[src/rtl/board_b_d_vram_sched.sv]
// VRAM read scheduler for the B-D video board.
// Time-multiplexes the single VRAM read port across NUM_LAYERS playfields:
// tile descriptor words in normal operation, and one row-scroll word per
// layer (the prolog) at each line start. Every issued read carries a tag
// through an RD_LAT-deep pipe so the returning word lands in the right place.
module board_b_d_vram_sched #(
  parameter int          NUM_LAYERS = 3,
  parameter int          WORDS      = 2,
  parameter int          RD_LAT     = 2,
  parameter logic [15:0] RS_BASE    = 16'hf400,
  parameter logic [15:0] RS_STRIDE  = 16'h0400
) (
  input  logic                           CLK_32M,
  input  logic                           reset,
  input  logic                           CE_PIX,
  input  logic                           CLD,
  input  logic [8:0]                     VE,
  input  logic [NUM_LAYERS-1:0]          layer_en,
  input  logic [2*NUM_LAYERS-1:0]        vram_base,
  input  logic [13*NUM_LAYERS-1:0]       tile_index,
  output logic [15:0]                    vram_addr,
  input  logic [15:0]                    vram_data,
  output logic [16*WORDS*NUM_LAYERS-1:0] tile_data,
  output logic [NUM_LAYERS-1:0]          tile_valid,
  output logic [11*NUM_LAYERS-1:0]       row_scroll,
  output logic                           rs_valid,
  output logic                           prolog
);

  localparam int             LW     = (NUM_LAYERS > 1) ? $clog2(NUM_LAYERS) : 1;
  localparam int             WW     = (WORDS > 1) ? $clog2(WORDS) : 1;
  localparam int             WSH    = $clog2(WORDS);
  localparam int             TAIL   = RD_LAT - 1;
  localparam logic [LW-1:0]  LAST_L = LW'(NUM_LAYERS - 1);
  localparam logic [WW-1:0]  LAST_W = WW'(WORDS - 1);
  localparam logic [1:0]     LAST_D = 2'(RD_LAT - 1);

  typedef enum logic [1:0] {TILE, PROLOG, PDRAIN} state_t;

  state_t        state, state_nx;
  logic [LW-1:0] cur_l, cur_l_nx;
  logic [WW-1:0] cur_w, cur_w_nx;
  logic [LW-1:0] pcnt, pcnt_nx;
  logic [1:0]    dcnt, dcnt_nx;
  logic [8:0]    ve_q;
  logic [12:0]   idx_q, idx_nx;
  logic          ve_ld, idx_ld;

  // issue request for the coming cycle
  logic          iss, iss_kind;
  logic [LW-1:0] iss_l;
  logic [WW-1:0] iss_w;
  logic [15:0]   addr_nx;

  // slot search result
  logic          hit;
  logic [LW-1:0] sel_l;

  // tag pipe, stage 0 is loaded together with vram_addr
  logic          tag_vld_p  [RD_LAT];
  logic          tag_kind_p [RD_LAT];
  logic [LW-1:0] tag_l_p    [RD_LAT];
  logic [WW-1:0] tag_w_p    [RD_LAT];

  assign prolog = (state == PROLOG) || (state == PDRAIN);

  // Pick the layer for this slot: mid-tile keeps the current layer, at word 0
  // take the first enabled layer from the pointer onwards (wrapping).
  always_comb begin
    logic [LW-1:0] c_l;
    hit   = 1'b0;
    sel_l = cur_l;
    c_l   = cur_l;
    if (cur_w != '0) begin
      hit = 1'b1;
    end else begin
      for (int k = 0; k < NUM_LAYERS; k++) begin
        if (!hit && layer_en[c_l]) begin
          hit   = 1'b1;
          sel_l = c_l;
        end
        c_l = (c_l == LAST_L) ? '0 : c_l + 1'b1;
      end
    end
  end

  // Next-state, slot advance and read issue.
  always_comb begin
    state_nx = state;
    cur_l_nx = cur_l;
    cur_w_nx = cur_w;
    pcnt_nx  = pcnt;
    dcnt_nx  = dcnt;
    ve_ld    = 1'b0;
    idx_ld   = 1'b0;
    idx_nx   = idx_q;
    iss      = 1'b0;
    iss_kind = 1'b0;
    iss_l    = '0;
    iss_w    = '0;
    addr_nx  = '0;
    case (state)
      TILE: begin
        if (CE_PIX && CLD) begin
          // line start: drop any partial tile, restart from slot 0 later
          state_nx = PROLOG;
          ve_ld    = 1'b1;
          pcnt_nx  = '0;
          cur_l_nx = '0;
          cur_w_nx = '0;
        end else if (hit) begin
          iss   = 1'b1;
          iss_l = sel_l;
          iss_w = cur_w;
          if (cur_w == '0) begin
            idx_ld = 1'b1;
            idx_nx = tile_index[13*sel_l +: 13];
          end
          addr_nx = {vram_base[2*sel_l +: 2], 14'd0}
                  + (16'(idx_nx) << (WSH + 1))
                  + (16'(cur_w) << 1);
          if (cur_w == LAST_W) begin
            cur_w_nx = '0;
            cur_l_nx = (sel_l == LAST_L) ? '0 : sel_l + 1'b1;
          end else begin
            cur_w_nx = cur_w + 1'b1;
            cur_l_nx = sel_l;
          end
        end
      end
      PROLOG: begin
        iss      = 1'b1;
        iss_kind = 1'b1;
        iss_l    = pcnt;
        addr_nx  = RS_BASE + 16'(pcnt) * RS_STRIDE + {6'd0, ve_q, 1'b0};
        if (pcnt == LAST_L) begin
          state_nx = PDRAIN;
          dcnt_nx  = '0;
        end else begin
          pcnt_nx = pcnt + 1'b1;
        end
      end
      PDRAIN: begin
        // wait for the last row-scroll word to come back
        if (dcnt == LAST_D) begin
          state_nx = TILE;
          cur_l_nx = '0;
          cur_w_nx = '0;
        end else begin
          dcnt_nx = dcnt + 1'b1;
        end
      end
      default: state_nx = TILE;
    endcase
  end

  // State register.
  always_ff @(posedge CLK_32M or posedge reset) begin
    if (reset) state <= TILE;
    else       state <= state_nx;
  end

  // Slot pointer, prolog/drain counters and the read address register.
  always_ff @(posedge CLK_32M or posedge reset) begin
    if (reset) begin
      cur_l     <= '0;
      cur_w     <= '0;
      pcnt      <= '0;
      dcnt      <= '0;
      vram_addr <= '0;
    end else begin
      cur_l     <= cur_l_nx;
      cur_w     <= cur_w_nx;
      pcnt      <= pcnt_nx;
      dcnt      <= dcnt_nx;
      vram_addr <= addr_nx;
    end
  end

  // Latched line number and tile index (data only, no reset needed).
  always_ff @(posedge CLK_32M) begin
    if (ve_ld)  ve_q  <= VE;
    if (idx_ld) idx_q <= idx_nx;
  end

  // Tag pipe: stage p0 enters with the address, stage RD_LAT-1 meets the data.
  always_ff @(posedge CLK_32M or posedge reset) begin
    if (reset) begin
      for (int i = 0; i < RD_LAT; i++) begin
        tag_vld_p[i]  <= 1'b0;
        tag_kind_p[i] <= 1'b0;
        tag_l_p[i]    <= '0;
        tag_w_p[i]    <= '0;
      end
    end else begin
      tag_vld_p[0]  <= iss;
      tag_kind_p[0] <= iss_kind;
      tag_l_p[0]    <= iss_l;
      tag_w_p[0]    <= iss_w;
      for (int i = 1; i < RD_LAT; i++) begin
        tag_vld_p[i]  <= tag_vld_p[i-1];
        tag_kind_p[i] <= tag_kind_p[i-1];
        tag_l_p[i]    <= tag_l_p[i-1];
        tag_w_p[i]    <= tag_w_p[i-1];
      end
    end
  end

  // Write returning data into tile_data / row_scroll and raise completion pulses.
  always_ff @(posedge CLK_32M or posedge reset) begin
    if (reset) begin
      tile_data  <= '0;
      row_scroll <= '0;
      tile_valid <= '0;
      rs_valid   <= 1'b0;
    end else begin
      tile_valid <= '0;
      rs_valid   <= 1'b0;
      if (tag_vld_p[TAIL]) begin
        if (tag_kind_p[TAIL]) begin
          row_scroll[11*tag_l_p[TAIL] +: 11] <= vram_data[10:0];
          if (tag_l_p[TAIL] == LAST_L) rs_valid <= 1'b1;
        end else begin
          tile_data[16*(WORDS*int'(tag_l_p[TAIL]) + int'(tag_w_p[TAIL])) +: 16] <= vram_data;
          if (tag_w_p[TAIL] == LAST_W) tile_valid[tag_l_p[TAIL]] <= 1'b1;
        end
      end
    end
  end

endmodule

[config.mk]
export PLATFORM = sky130hd
export DESIGN_NAME = board_b_d_vram_sched
export DESIGN_NICKNAME = d
export VERILOG_FILES = /design/src/rtl/board_b_d_vram_sched.sv
export SDC_FILE = /design/constraint.sdc
export NUM_CORES = 1
export LEC_CHECK = 0
export ABC_AREA = 0
export CAP_MARGIN = 20
export CORE_MARGIN = 4
export CORE_UTILIZATION = 45
export CTS_CLUSTER_SIZE = 24
export DETAILED_ROUTE_END_ITERATION = 8
export HOLD_SLACK_MARGIN = 0.06
export PLACE_DENSITY = 0.88
export SYNTH_ARGS = -nofsm -noshare
export SYNTH_HDL_FRONTEND = slang
export SYNTH_SLANG_ARGS = --single-unit
export TNS_END_PERCENT = 30
[constraint.sdc]
create_clock -name CLK_32M -period 11.35 [get_ports CLK_32M]
set_input_delay 3.405 -clock CLK_32M [delete_from_list [all_inputs] [get_ports CLK_32M]]
set_output_delay 3.405 -clock CLK_32M [all_outputs]
set_load 0.02 [all_outputs]
==> qor.csv, run 1 <==
stage,metric,value,unit
synthesis,yosysWarnings,0,
placement,io_buffers,225,
die,initial_core_util,46.04,%
cells_and_area,drive_gt1_share,9.945,%
global_routing,grt_max_degree,88,
die,dieArea,19890,um^2
cells_and_area,final_nets,985,
worst_setup_path,crit_type,in -> reg,
global_routing,grt_usage,21.89,%
synthesis,yosysSeqAreaShare,60.77,%
timing,max_freq,163.2,MHz
timing,finalHoldViolations,0,
global_routing,grt_pass1_vias,6177,
timing,setup_tns,0,ns
timing,tightest_slew,1.107,ns
routing,firstDrtPassIters,5,
synthesis,synth_edf_count,22,
clock_network,cts-root-buf,clkbuf_16,
die,rows,48,
timing,min_period,6.129,ns
synthesis,mappedNetlistArea,7964,um^2
power_and_ir_drop,power,3.107,mW
clock_network,numCtsBuffers,17,
routing,drt_iter0_markers,390,
clock_network,cts-resized-gates,0,
timing,setup-violations-final,0,
synthesis,synth.distinct_cells,51,
die,ios,227,
timing,rsz0062_at_grt,false,
die,core-area,17300,um^2
timing,finalMaxSlewViolations,0,
clock_network,worstSkewPairLatency,0.43,ns
synthesis,synth_area_leaders,"dfrtp_1 (52%), edfxtp_1 (8.3%), a22o_1 (6.2%), nand2_1 (5.0%), mux2_2 (4.7%)",
synthesis,syn-mean-instance-area,11.53,um^2
hold_path,hp-class,reg -> reg,
power_and_ir_drop,ir_drop,145.8,uV
timing,holdWs,0.3508,ns
routing,wl_per_cell,19.22,um
synthesis,synth_top_area_share,52.47,%
placement,dp.cells,1095,
routing,routed_via_density,5.499,
clock_network,post_cts.repair.setup_buffers,0,
cells_and_area,area_delta_synth_final,37.52,%
worst_setup_path,cpPeakStageDelay,0.65,ns
clock_network,cts_hold_buf,0,
synthesis,synthCells,691,
synthesis,synthArstFlopShare,88.36,%
synthesis,syn-num-nets,784,
status,outcome,"finished, final reports clean",
global_routing,grt_overflow,0,
routing,drt_wl_total,21710,um
synthesis,synth-main-ff-cell,dfrtp_1,
worst_setup_path,crit_fanout,19,
routing,drc,0,
die,die_w,141.0,um
worst_setup_path,timing.critical_path.arrival,6.49,ns
global_routing,antenna_found_initial,0,
synthesis,synth_top_area_cell,dfrtp_1,
routing,antenna_left,0,
power_and_ir_drop,power_leakage,4.768,nW
clock_network,tritoncts,built,
synthesis,ys_ff_latch,189,
clock_network,clkTransAtPathRegs,0.08,ns
die,die_h,141.0,um
worst_setup_path,path_cells,clkdlybuf4s50_1 -> nand2_1 -> a32oi_1 -> o22ai_2 -> nand2_2 -> o211ai_1 -> o21ai_1 -> ha_1 -> nor2_1 -> or4b_1 -> nand3_1,
worst_setup_path,cpMaxStageDelayCell,o22ai_2,
worst_setup_path,end_kind,register,
cells_and_area,n_antenna_cell,0,
placement,gp_congestion,0.9149,
placement,place.detailed.hpwl,15890,um
placement,place_ws,4.776,ns
cells_and_area,fin_util,63.32,%
timing,fin_crit_sh,54.00,%
clock_network,clock_sinks,189,
worst_setup_path,start_kind,input pin,
flow_run,cap_violations,0,
cells_and_area,final_area,10950,um^2
power_and_ir_drop,powerDensity,283.7,nW/um^2
clock_network,cts_buffer_depth,2,
cells_and_area,stdcell_count,1130,
placement,placed_area,10320,um^2
global_routing,grt_pass1_wl,33870,um
worst_setup_path,cp_data_required_time,11.71,ns
timing,layout_setup_ws,5.221,ns
routing,vias,6214,
clock_network,h-tree-depth,4,
timing,slew_headroom,26.00,%
timing,clock_skew,0.01155,ns
==> state kept, by name (all words and copies together), names as in the netlist, 3 cells and up <==
register    flops
tile_data      96
row_scroll     33
vram_addr      15
idx_q          13
ve_q            9
tag_l_p         4
tile_valid      3
==> cell type report <==
type	count	area, um^2
inverters	35	136.4
repair buffers	232	2320
well taps	225	281.5
clock buffers	17	425.4
clock inverters	15	170.2
flip-flops and latches	189	4840
fillers	1361	6345
multi-input cells	417	2779
==> cells by family (layout without fill, tap and decap cells) <==
| family | count (synthesis) | count (layout) | share of synthesized area, % |
|---|---|---|---|
| other | 1 | 1 | 0.04709 |
| adder cells (fa/ha/maj) | 16 | 16 | 2.514 |
| AO/OA/AOI/OAI | 189 | 189 | 16.75 |
| flip-flops | 189 | 189 | 60.77 |
| AND/OR/NAND/NOR | 175 | 175 | 10.38 |
| buffers and inverters | 85 | 299 | 4.493 |
| multiplexers | 36 | 36 | 5.043 |
==> cell usage after synthesis (2+ instances only) <==
master / count
dfrtp_1: 167
nand2_1: 106
o21ai_0: 62
a22o_1: 56
inv_1: 35
mux2_2: 33
clkbuf_1: 26
edfxtp_1: 22
nand2b_1: 19
o21ai_1: 17
ha_1: 16
nor2_1: 14
buf_1: 12
nand3_1: 11
o221ai_1: 11
buf_2: 7
o211ai_1: 7
a21oi_1: 6
o211ai_2: 6
and3_1: 5
a31oi_1: 4
o22ai_1: 4
a21o_1: 3
buf_6: 3
mux2i_1: 3
nor3_1: 3
a21boi_1: 2
a221o_1: 2
a32oi_1: 2
buf_4: 2
nor2b_1: 2
nor3b_1: 2
nor4b_1: 2
o31ai_1: 2
==> worst paths after layout <==
kind,start,end,slack (ns),cells after the start
setup / recovery,layer_en[2],vram_addr[15]$_DFF_PP0_,5.22,11
hold / removal,tag_l_p[2]$_DFF_PP0_,tag_l_p[0]$_DFF_PP0_,0.35,0
setup reg to reg,cur_w$_DFFE_PP0P_,vram_addr[15]$_DFF_PP0_,8.05,11
hold reg to reg,tag_l_p[2]$_DFF_PP0_,tag_l_p[0]$_DFF_PP0_,0.35,0
max in group asynchronous,reset,tile_data[93]$_DFFE_PP0P_,6.36,3
min in group asynchronous,reset,vram_addr[9]$_DFF_PP0_,3.50,2
==> placed cells by master, fill, tap and decap left out, types with 4 or more instances in the layout <==
| cell | n |
|---|---|
| buf_4 | 4 |
| clkbuf_16 | 17 |
| nor2_1 | 14 |
| o21ai_1 | 17 |
| a22o_1 | 56 |
| o22ai_1 | 4 |
| dfrtp_1 | 167 |
| o211ai_2 | 6 |
| and3_1 | 5 |
| inv_1 | 34 |
| o221ai_1 | 11 |
| a21oi_1 | 6 |
| inv_8 | 7 |
| clkdlybuf4s50_1 | 225 |
| nand2_1 | 106 |
| ha_1 | 16 |
| nand3_1 | 11 |
| o211ai_1 | 7 |
| mux2_2 | 33 |
| edfxtp_1 | 22 |
| o21ai_0 | 62 |
| nand2b_1 | 19 |
| a31oi_1 | 4 |
==> power breakdown <==
group          internal [mW]  total [mW]  switching, mW  leakage [nW]
Combinational          0.645        1.42          0.773          2.20
Clock                  0.299       0.593          0.295         0.290
Sequential             0.952        1.10          0.143          2.28
Total                   1.90        3.11           1.21          4.77
==> critical path: cells and delay by family <==
kind                       cells  cell delay (ns)
and+or+nand+nor                5             1.18
buffers and inverters          1             0.54
adders and majority gates      1             0.20
AOI/OAI and AO/OA              4             1.15
==> layer usage <==
layer  vias to the layer above  wire [um]  part of all wire, %  global-route usage, %
met2                       291      10600                   49                  36.47
met4                         0        457                  2.1                  6.578
met3                        42       1905                  8.8                  6.581
met1                      3051       8751                   40                  27.73
li1                       2830          -                    -                      -
met5                         -          0                    0                      0
No activity file was read; power rests on OpenSTA's default activity.
==> inputs of run 2 (changes only) <==
==> constraint.sdc (replaced) <==
create_clock -name CLK_32M -period 6.2 [get_ports CLK_32M]
set_input_delay 1.86 -clock CLK_32M [delete_from_list [all_inputs] [get_ports CLK_32M]]
set_output_delay 1.86 -clock CLK_32M [all_outputs]
set_load 0.02 [all_outputs]
==> qor.csv, run 2 (synthesized netlist as in run 1, its figures left out) <==
stage,metric,value,unit
routing,drc,0,
cells_and_area,drive_gt1_share,9.845,%
worst_setup_path,end_kind,register,
hold_path,hp-class,reg -> reg,
power_and_ir_drop,power.switching,2.209,mW
timing,tightest_slew,1.067,ns
power_and_ir_drop,power_leakage,4.769,nW
clock_network,clkTransAtPathRegs,0.07,ns
cells_and_area,largest_reg_flops,96,
timing,clock_skew,0.01268,ns
cells_and_area,multi_input_area,2779,um^2
worst_setup_path,cp_data_required_time,6.56,ns
worst_setup_path,worstReg2RegEnd,vram_addr[15]$_DFF_PP0_,
cells_and_area,regArea,4840,um^2
routing,firstDrtPassIters,5,
routing,routed_via_density,5.476,
clock_network,worstSkewPairLatency,0.43,ns
cells_and_area,final_nets,984,
die,ios,227,
clock_network,clock_sinks,189,
worst_setup_path,r2r_start,cur_w$_DFFE_PP0P_,
clock_network,cts-resized-gates,0,
cells_and_area,layout_commonest_cell,clkdlybuf4s50_1,
worst_setup_path,start_kind,input pin,
timing,rsz0062_at_grt,false,
placement,gp_congestion,0.9092,
clock_network,cts_buffer_depth,2,
routing,drt_iter0_markers,337,
timing,min_period,4.545,ns
timing,setup-violations-final,0,
timing,slew_headroom,28.65,%
clock_network,numCtsBuffers,17,
hold_path,min_from,tag_kind_p[1]$_DFF_PP0_,
die,die_w,141.0,um
global_routing,grt_usage,22.11,%
cells_and_area,mostFrequentLayoutCells,"clkdlybuf4s50_1 (225), dfrtp_1 (167), nand2_1 (106)",
global_routing,grt_pass1_vias,6446,
flow_run,cap_violations,0,
placement,place_ws,1.247,ns
routing,vias,6182,
clock_network,post_cts.repair.setup_buffers,0,
power_and_ir_drop,seq_power_share,35.3,%
timing,finalMaxSlewViolations,0,
placement,io_buffers,225,
timing,max_freq,220.0,MHz
power_and_ir_drop,p_int,3.488,mW
clock_network,cts-root-buf,clkbuf_16,
routing,wl_per_cell,19.26,um
clock_network,cts_hold_buf,0,
die,die_h,141.0,um
worst_setup_path,crit_type,in -> reg,
hold_path,min_path_cells,0,
routing,antenna_left,0,
power_and_ir_drop,power.share.switching,38.78,%
cells_and_area,area_delta_synth_final,37.66,%
power_and_ir_drop,p_clk_share,19.3,%
clock_network,h-tree-depth,4,
power_and_ir_drop,powerDensity,519.7,nW/um^2
worst_setup_path,reg2reg_depth,11,
die,initial_core_util,46.04,%
power_and_ir_drop,comb_power_share,45.4,%
clock_network,tritoncts,built,
global_routing,grt_max_degree,107,
worst_setup_path,crit_fanout,19,
power_and_ir_drop,ir_drop,257.9,uV
die,rows,48,
timing,layout_setup_ws,1.655,ns
worst_setup_path,timing.critical_path.arrival,4.91,ns
die,core-area,17300,um^2
timing,finalHoldViolations,0,
cells_and_area,top_regs,"tile_data: 96 flops, row_scroll: 33 flops, vram_addr: 15 flops",
placement,place.detailed.hpwl,15830,um
timing,setup_tns,0,ns
worst_setup_path,rrSetupSlack,2.88,ns
global_routing,grt_overflow,0,
cells_and_area,largest-register,tile_data,
routing,drt_wl_total,21750,um
cells_and_area,fillers,1334,
global_routing,grt_pass1_wl,34580,um
status,outcome,"finished, final reports clean",
timing,fin_crit_sh,73.31,%
global_routing,antenna_found_initial,0,
cells_and_area,n_antenna_cell,0,
die,dieArea,19890,um^2
hold_path,min_to,tag_kind_p[0]$_DFF_PP0_,
[run 2: cell types whose count changed in the layout (fill, tap and decap cells not counted)]
cell	change
clkbuf_4	-1
buf_8	-2
clkinv_4	-1
inv_6	-2
inv_8	+1
buf_12	+1
clkbuf_16	+1
buf_6	+1
clkinvlp_4	+1
[run 2: per-layer routing]
layer  track usage, %  vias up  part of all wire [%]
met3            5.801       32                   7.5
met5                0        -                     0
met2            37.27      251                    50
li1                 -     2840                     -
met4            7.241        0                   2.0
met1            27.92     3059                    41
[run 2: critical path: stages]
cell and delay, ns:
clkdlybuf4s50_1 0.54, nand2_1 0.12, a32oi_1 0.11, o22ai_2 0.65, nand2_2 0.38, o211ai_1 0.27, o21ai_1 0.10, ha_1 0.20
nor2_1 0.13, or4b_1 0.45, nand3_1 0.09
[run 2: through the flow]
| stage | instances | utilization [%] | area (um^2) | hold WS [ns] | total power, mW |
|---|---|---|---|---|---|
| after floorplan | 691 | - | 7968 | 0.3312 | 3.477 |
| after global placement | 1096 | 59.77 | 10340 | 0.3349 | 4.523 |
| after detailed placement | 1096 | 59.77 | 10340 | 0.3410 | 4.623 |
| after CTS | 1128 | 63.32 | 10950 | 0.3569 | 5.727 |
| after global routing | 1129 | 63.38 | 10960 | 0.3626 | 6.023 |
| final | 1129 | 63.38 | 10960 | 0.3515 | 5.697 |
[run 2: final cells by class]
class	instances	area share, %
clock buffers	18	4.109
inverters	35	1.233
well taps	225	2.568
repair buffers	231	21.10
multi-input cells	417	25.35
flip-flops and latches	189	44.15
clock inverters	14	1.495
[run 2: power groups by stage]
stage	sequential, mW	clock [mW]	combinational, mW
finish	2.01	1.10	2.59
global route	2.07	1.17	2.78
CTS	2.01	1.12	2.60
detailed placement	2.03	0	2.60
global placement	2.01	0	2.52
floorplan	2.42	0	1.06
[run 2: how the worst max path moves through the flow]
stage                start                      end  slack [ns]  cells after the start
6_report       layer_en[2]  vram_addr[15]$_DFF_PP0_        1.65                     11
4_1_cts        layer_en[2]  vram_addr[15]$_DFF_PP0_        1.70                     11
3_3_place_gp   layer_en[2]  vram_addr[15]$_DFF_PP0_        1.33                     11
3_5_place_dp   layer_en[2]  vram_addr[15]$_DFF_PP0_        1.25                     11
2_1_floorplan        reset     cur_l[0]$_DFFE_PP0P_        2.21                      1
5_1_grt        layer_en[2]  vram_addr[15]$_DFF_PP0_        1.39                     11
